File: src/rtl/seven_segment_sink.sv
// Pin-side sink for the seven-segment annode/cathode streams: pairs one word from each,
// blanks all pins for DEADTIME_CYCLES, then applies. Optional macro SEVEN_SEGMENT_SINK_SKIP_SAME_EN.
//
//   state   | meaning
//   --------+----------------------------------------------------------
//   COLLECT | accepting words; pins show the last applied pair
//   BLANK   | pair held, pins forced dark until cnt_q reaches zero
module seven_segment_sink #(
  parameter int AN_WIDTH        = 8,
  parameter int CAT_WIDTH       = 8,
  parameter int DEADTIME_CYCLES = 16
) (
  input  logic                 clk,
  input  logic                 rst,
  input  logic [31:0]          input_annode,
  input  logic                 input_annode_stb,
  output logic                 input_annode_ack,
  input  logic [31:0]          input_cathode,
  input  logic                 input_cathode_stb,
  output logic                 input_cathode_ack,
  output logic [AN_WIDTH-1:0]  annode_pins,
  output logic [CAT_WIDTH-1:0] cathode_pins,
  output logic [15:0]          frame_count
);

  typedef enum logic [0:0] {COLLECT, BLANK} state_t;

  localparam logic [15:0] DT_LOAD = 16'((DEADTIME_CYCLES > 0) ? DEADTIME_CYCLES - 1 : 0);

  state_t               state_q;
  logic [AN_WIDTH-1:0]  an_buf_q, an_buf_d;
  logic [CAT_WIDTH-1:0] cat_buf_q, cat_buf_d;
  logic                 have_an_q, have_cat_q;
  logic [15:0]          cnt_q;
  logic                 an_xfer, cat_xfer, pair_done;
  logic                 unused_upper_bits;

  // Only the low pin-width bits of each word reach the board.
  assign unused_upper_bits = ^{input_annode, input_cathode};

  assign input_annode_ack  = rst && (state_q == COLLECT) && !have_an_q;
  assign input_cathode_ack = rst && (state_q == COLLECT) && !have_cat_q;

  always_comb begin
    an_xfer   = input_annode_stb && input_annode_ack;
    cat_xfer  = input_cathode_stb && input_cathode_ack;
    an_buf_d  = an_xfer  ? input_annode[AN_WIDTH-1:0]   : an_buf_q;
    cat_buf_d = cat_xfer ? input_cathode[CAT_WIDTH-1:0] : cat_buf_q;
    pair_done = (have_an_q || an_xfer) && (have_cat_q || cat_xfer);
  end

`ifdef SEVEN_SEGMENT_SINK_SKIP_SAME_EN
  logic same_pair;
  assign same_pair = (an_buf_d == annode_pins) && (cat_buf_d == cathode_pins);
`endif

  always_ff @(posedge clk or negedge rst) begin
    if (!rst) begin
      state_q      <= COLLECT;
      an_buf_q     <= '0;
      cat_buf_q    <= '0;
      have_an_q    <= 1'b0;
      have_cat_q   <= 1'b0;
      cnt_q        <= '0;
      annode_pins  <= '1;
      cathode_pins <= '1;
      frame_count  <= '0;
    end else begin
      case (state_q)
        COLLECT: begin
          an_buf_q   <= an_buf_d;
          cat_buf_q  <= cat_buf_d;
          have_an_q  <= have_an_q || an_xfer;
          have_cat_q <= have_cat_q || cat_xfer;
          if (pair_done) begin
`ifdef SEVEN_SEGMENT_SINK_SKIP_SAME_EN
            if (same_pair) begin
              have_an_q  <= 1'b0;
              have_cat_q <= 1'b0;
            end else
`endif
            if (DEADTIME_CYCLES == 0) begin
              annode_pins  <= an_buf_d;
              cathode_pins <= cat_buf_d;
              have_an_q    <= 1'b0;
              have_cat_q   <= 1'b0;
              frame_count  <= frame_count + 16'd1;
            end else begin
              state_q      <= BLANK;
              annode_pins  <= '1;
              cathode_pins <= '1;
              cnt_q        <= DT_LOAD;
            end
          end
        end
        BLANK: begin
          if (cnt_q == 16'd0) begin
            annode_pins  <= an_buf_q;
            cathode_pins <= cat_buf_q;
            have_an_q    <= 1'b0;
            have_cat_q   <= 1'b0;
            frame_count  <= frame_count + 16'd1;
            state_q      <= COLLECT;
          end else begin
            cnt_q <= cnt_q - 16'd1;
          end
        end
        default: state_q <= COLLECT;
      endcase
    end
  end

endmodule

File: config.mk
export PLATFORM = sky130hd
export DESIGN_NAME = seven_segment_sink
export DESIGN_NICKNAME = d
export VERILOG_FILES = /design/src/rtl/seven_segment_sink.sv
export SDC_FILE = /design/constraint.sdc
export NUM_CORES = 1
export LEC_CHECK = 0
export CAP_MARGIN = 20
export CORE_MARGIN = 8
export CORE_UTILIZATION = 49
export DETAILED_ROUTE_END_ITERATION = 10
export PLACE_DENSITY = 0.86
export SYNTH_ARGS = -nofsm -noshare
export SYNTH_HDL_FRONTEND = slang
export SYNTH_SLANG_ARGS = --single-unit
export TNS_END_PERCENT = 20
File: constraint.sdc
create_clock -name clk -period 5.1 [get_ports clk]
set_clock_uncertainty 0.2 [all_clocks]
set_input_delay 1.02 -clock clk [delete_from_list [all_inputs] [get_ports clk]]
set_output_delay 1.02 -clock clk [all_outputs]
set_load 0.1 [all_outputs]
# Word-level counts from Yosys, hierarchy flattened
# Cells that the tools add are included.
# Widths: inputs -> output; s select.
[classes] n_mux=14 n_div=0 n_lt_le_gt_ge=0 n_reduce_logical=16 addsub=2 n_mul=0 shifts=0 n_bitwise=1 n_eq_ne=3
[ops] operator="$mux 16" n=2
[ops] operator="$pmux 16 s2" n=1
[ops] operator="$pmux 8 s2" n=2
[ops] operator="$mux 8" n=3
[ops] operator="$add 16x1->16 const B" n=1
[ops] operator="$logic_not 16->1" n=1
[ops] operator="$sub 16x1->16 const B" n=1
[ops] operator="$reduce_and 2->1" n=5
[ops] operator="$logic_and 1x1->1" n=6
[ops] operator="$pmux 1 s2" n=3
[ops] operator="$ne 2x2->1 const B" n=2
[ops] operator="$mux 1" n=3
[ops] operator="$logic_not 1->1" n=2
[ops] operator="$logic_or 1x1->1" n=2
[ops] operator="$ne 2x1->1 const B" n=1
[ops] operator="$not 1->1" n=1
[word_totals] ramBits=0 mem_count=0 regBits=67 latch_bits=0 in_bits=68 rom_bits=0

# Logic depth before layout (Yosys ltp)
[depth] depth_word=8 depth_mapped=9 mapped_depth_nobuf=7

# Worst setup path before layout
# OpenSTA, ideal clock, no wires.
[synth_timing] path_kind="in2reg" start="input port rst" end="register an_buf_q[0]" path_stages=5 arrival_time_ns=3.272 setup_slack_ns=1.503 cell_sequence="nand2b_1 > nor2_1 > and2_1 > clkbuf_1 > mux2_2"
[synth_via] elab_chain_cells=4
[synth_lines] element="start, declared" line_no="14" source="input logic rst,"
[synth_lines] element="$logic_and 1x1->1 (2 in a row)" line_no="41" source="assign input_annode_ack = rst && (state_q == COLLECT) && !have_an_q;"
[synth_lines] element="net input_annode_ack" line_no="17" source="output logic input_annode_ack,"
[synth_lines] element="$logic_and 1x1->1" line_no="45" source="an_xfer = input_annode_stb && input_annode_ack;"
[synth_lines] element="$reduce_and 2->1 (no source line)"
[synth_lines] element="end signal, assigned" line_no="71" source="an_buf_q <= an_buf_d;"
[synth_lines] element="end, declared" line_no="31" source="logic [AN_WIDTH-1:0] an_buf_q, an_buf_d;"
# The timed path passes the listed nets, and every way through them passes these cells.
# A chain may end at the register's enable or synchronous reset.

# Worst setup path after layout
[layout_timing] start="register annode_pins[0]" end="output port annode_pins[0]"
[layout_lines] element="start, declared" line_no="21" source="output logic [AN_WIDTH-1:0] annode_pins,"
[layout_lines] element="start signal, assigned" line_no="83" source="annode_pins <= an_buf_d;"
[layout_lines] element="start signal, assigned" line_no="98" source="annode_pins <= an_buf_q;"
# No word-level cell between the ends.

==> results.txt <==
The run finished with clean final reports. The tools report the number of detailed-route iterations in the first pass as 4. The die span in y came out at 94.5 um. Entering global routing, the biggest net connects 51 pins.

DRC violations left: 0. The tools report the cell at the root of the clock tree as clkbuf_8. The number of buffers and inverters on the critical path came out at 1.

The startpoint identified for the worst hold timing path is frame_count[15]. Adding up every negative setup slack in the final design gives 0 ns. Leaving out fill and tap cells, the most frequent cell in the layout is nor2_1. The via count of the first global-routing pass was 2311. The number of fill cells in the layout was 455; the count of flip-flops with a built-in enable after synthesis was 0. STA classifies the critical path endpoint as an output port. Minimum clock period: 3.26 ns. Quantity of I/O buffers inserted on ports: 53. Category of cells accounting for the largest share of critical-path delay: buffers and inverters. In this run the number of H-tree levels came out at 3. The logs give 56.2% for the portion of the post-synthesis area used by sequential elements and 0 for the initial antenna violation count. Dividing total power by cell area gives a power density of 586 nW/um2. The worst register-to-register path has a setup slack of 2.54 ns.

Row generation in the floorplan step produced 28 rows. Summing the areas of all fa, ha and maj instances in the mapped netlist gives 0.830% of the synthesized area. Setup violations remaining at the end of the flow were counted as 0. Once the floorplan was initialized, standard cells occupied 51.0% of the core. For this run, the total global-route usage over all layers was measured as 15.5%. The post-route netlist has 18.8% of its cells at a drive strength greater than 1. Hold violation count in the final report: 0. The cell depth of the worst hold path is 1, and the placed wire-length estimate after detailed placement is 4.50 mm. Of the available clock period, the critical path in the final layout requires 63.9%. In this run the standard cell core region covers 5920 um2. In this run the worst hold path is classified as reg -> reg.

Sort of element at the start of the critical path: a register. The most used flip-flop cell after synthesis is dfrtp_1. The floorplan step defined a die boundary enclosing 8920 um2. The reported leakage power is 1.66 nW. The xor-xnor portion of the synthesized cell area works out to 6.68%. The post-cts gate resize count came out at 0. After synthesis, the mean cell area works out to 10.8 um2. The total length of routed wires is 6.44 mm, and the transition time at the pin with the least slew margin is 0.987 ns. Counting every net in the synthesized netlist gives 350.

The floorplan step set the die width to 94.5 um. Measured against its own limit, the worst slew margin works out to 34.0%. For this run, asynchronously set or reset flops after synthesis account for 100%. The startpoint identified for the worst register-to-register timing path is cnt_q[8].

The net count of the finished layout is 405. The synthesized netlist devotes 24.3% of its cell area to simple gates. For the worst setup path, the data arrival time is 2.04 ns. Based on the critical path, the design can be clocked at up to 307 MHz.

0 antenna diodes ended up in the layout. The number of buffers added for setup after CTS was 0; the total CTS buffers was 9. Of all nets on the critical path, the largest fanout is 2.

The slowest stage of the critical path belongs to the cell clkdlybuf4s50_1. In this run the cell area of the synthesized design comes to 3020 um2. The number of max-slew violations in the final report is 0, and the sink count of the clock tree is 67. The required time of the worst setup path was 3.88 ns. Traced cell by cell, the critical path runs through clkdlybuf4s50_1. The hold-critical path endpoint was frame_count[15]. Buffers inserted to repair hold after CTS numbered 0. Setup repair after global routing left no endpoint under its margin. The final total power was 0.00225 W. Using the TritonRoute via totals, the vias-per-cell ratio works out to 5.47. In the layout the commonest cells are nor2_1 (53), dfrtp_1 (51), clkdlybuf4s50_1 (50). Once detail routing completed, the nets flagged for antenna violations numbered 0. The terminus of the critical flop-to-flop path was frame_count[10]. Routability-driven placement finished with a final weighted congestion of 0.847. The area growth from synthesis to layout is 27.1%. The largest single stage delay on the critical path is 1.14 ns. The flop and latch count out of synthesis was 67; the average detailed-routed wire length per instance was 15.5 um.

After technology mapping, the gate count stands at 280. Yosys mapped the design onto 39 distinct sky130hd cell types. After synthesis, the largest family of logic cells by area is simple AND/OR/NAND/NOR gates. After clock tree synthesis, the clock-pin slew on the worst setup and hold paths is 0.07 ns. Summing the areas of all compound-gate instances in the mapped netlist gives 3.11% of the synthesized area.

Counting along the longest clock path gives a buffer depth of 2. The maximum vdd drop was 0.387 mV; the multiplexer share of the synthesized area was 6.64%. Measured in cells, the most critical reg-to-reg path has a length of 5.

The logs give 0 for the sum of overflow across all layers after global routing and 2270 for the total number of vias. The worst setup path is of the reg -> out kind. The first global-routing pass estimated 10.9 mm of wire. In this run the count of I/O pins placed on the die edge is 102.

TritonCTS built the clock tree. The first routing iteration left 120 violations. The clock reaches the later pin of the worst-skew pair after 0.34 ns. The max-cap violation count is 0.

For the Yosys warning count, the log shows 0.
-- synth_stat cells, types with 2 or more instances --
library cell,n,area [um2]
mux2_2,16,180
nand2b_1,2,12.5
a211oi_1,2,15.0
buf_2,3,15.0
ha_1,2,25.0
o21ai_0,2,10.0
nor3_1,26,130
clkbuf_1,8,30.0
dfstp_2,16,420
and2_1,3,18.8
xnor2_1,19,166
nor4_4,2,42.5
dfrtp_1,51,1280
nand3_1,10,50.1
and3_1,4,25.0
inv_1,3,11.3
nand4_1,7,43.8
a21oi_1,4,20.0
a31oi_1,3,18.8
nor3b_1,2,15.0
nor2b_1,2,12.5
xor2_1,4,35.0
mux2i_1,2,20.0
nor2_1,53,199
nand2_1,14,52.6
nor4_1,7,43.8
-- power breakdown --
part | internal [W] | total [W] | switching, W
Clock | 0.000288 | 0.000493 | 0.000205
Sequential | 0.000711 | 0.000859 | 0.000149
Combinational | 0.000281 | 0.000894 | 0.000614
Total | 0.00128 | 0.00225 | 0.000968
-- stage by stage --
step,area (um2),hold WS [ns],utilization (%),setup WS [ns],std cells
2_1_floorplan,3020,0.267,-,1.50,280
3_3_place_gp,3610,0.256,60.9,1.92,399
3_5_place_dp,3610,0.267,60.9,1.90,399
4_1_cts,3830,0.276,64.8,1.83,415
5_1_grt,3830,0.298,64.8,1.79,415
6_report,3830,0.276,64.8,1.84,415
-- worst max path at each step --
stage | startpoint | end | slack, ns | depth (start not counted)
3_3_place_gp | rst | input_cathode_ack | 1.92 | 4
6_report | annode_pins[0] | annode_pins[0] | 1.84 | 1
5_1_grt | rst | input_cathode_ack | 1.79 | 4
2_1_floorplan | rst | an_buf_q[0] | 1.50 | 5
3_5_place_dp | rst | input_annode_ack | 1.90 | 4
4_1_cts | annode_pins[0] | annode_pins[0] | 1.83 | 1
-- per-layer routing --
layer / global-route usage (%) / wire length [um] / up-vias / part of all wire, %
met5: 0 / 0 / - / 0
met4: 7.93 / 120 / 0 / 1.9
met3: 3.89 / 328 / 10 / 5.1
met2: 25.4 / 3200 / 63 / 50
met1: 18.6 / 2800 / 1111 / 43
li1: - / - / 1086 / -
-- flip-flops by register name (all words and copies together), names as in the netlist --
name and cells:
cnt_q 16, frame_count 16, an_buf_q 8, annode_pins 8, cat_buf_q 8, cathode_pins 8
have_an_q 1, have_cat_q 1, state_q 1
-- kinds of logic after synthesis --
logic type | after synthesis
simple gates | 141
flops | 67
xor+xnor | 23
mux | 18
buf+inv | 15
compound gates | 14
fa+ha+maj | 2
-- cell type report --
type | instances | area [um2] | share of cell area [%]
repair buffers | 56 | 543 | 14.2
flip-flops and latches | 67 | 1700 | 44.3
clock buffers | 10 | 138 | 3.59
inverters | 3 | 11.3 | 0.294
multi-input cells | 198 | 1260 | 32.9
well taps | 75 | 93.8 | 2.45
clock inverters | 6 | 88.8 | 2.32
Note: power is estimated with default switching activity, not from simulation.
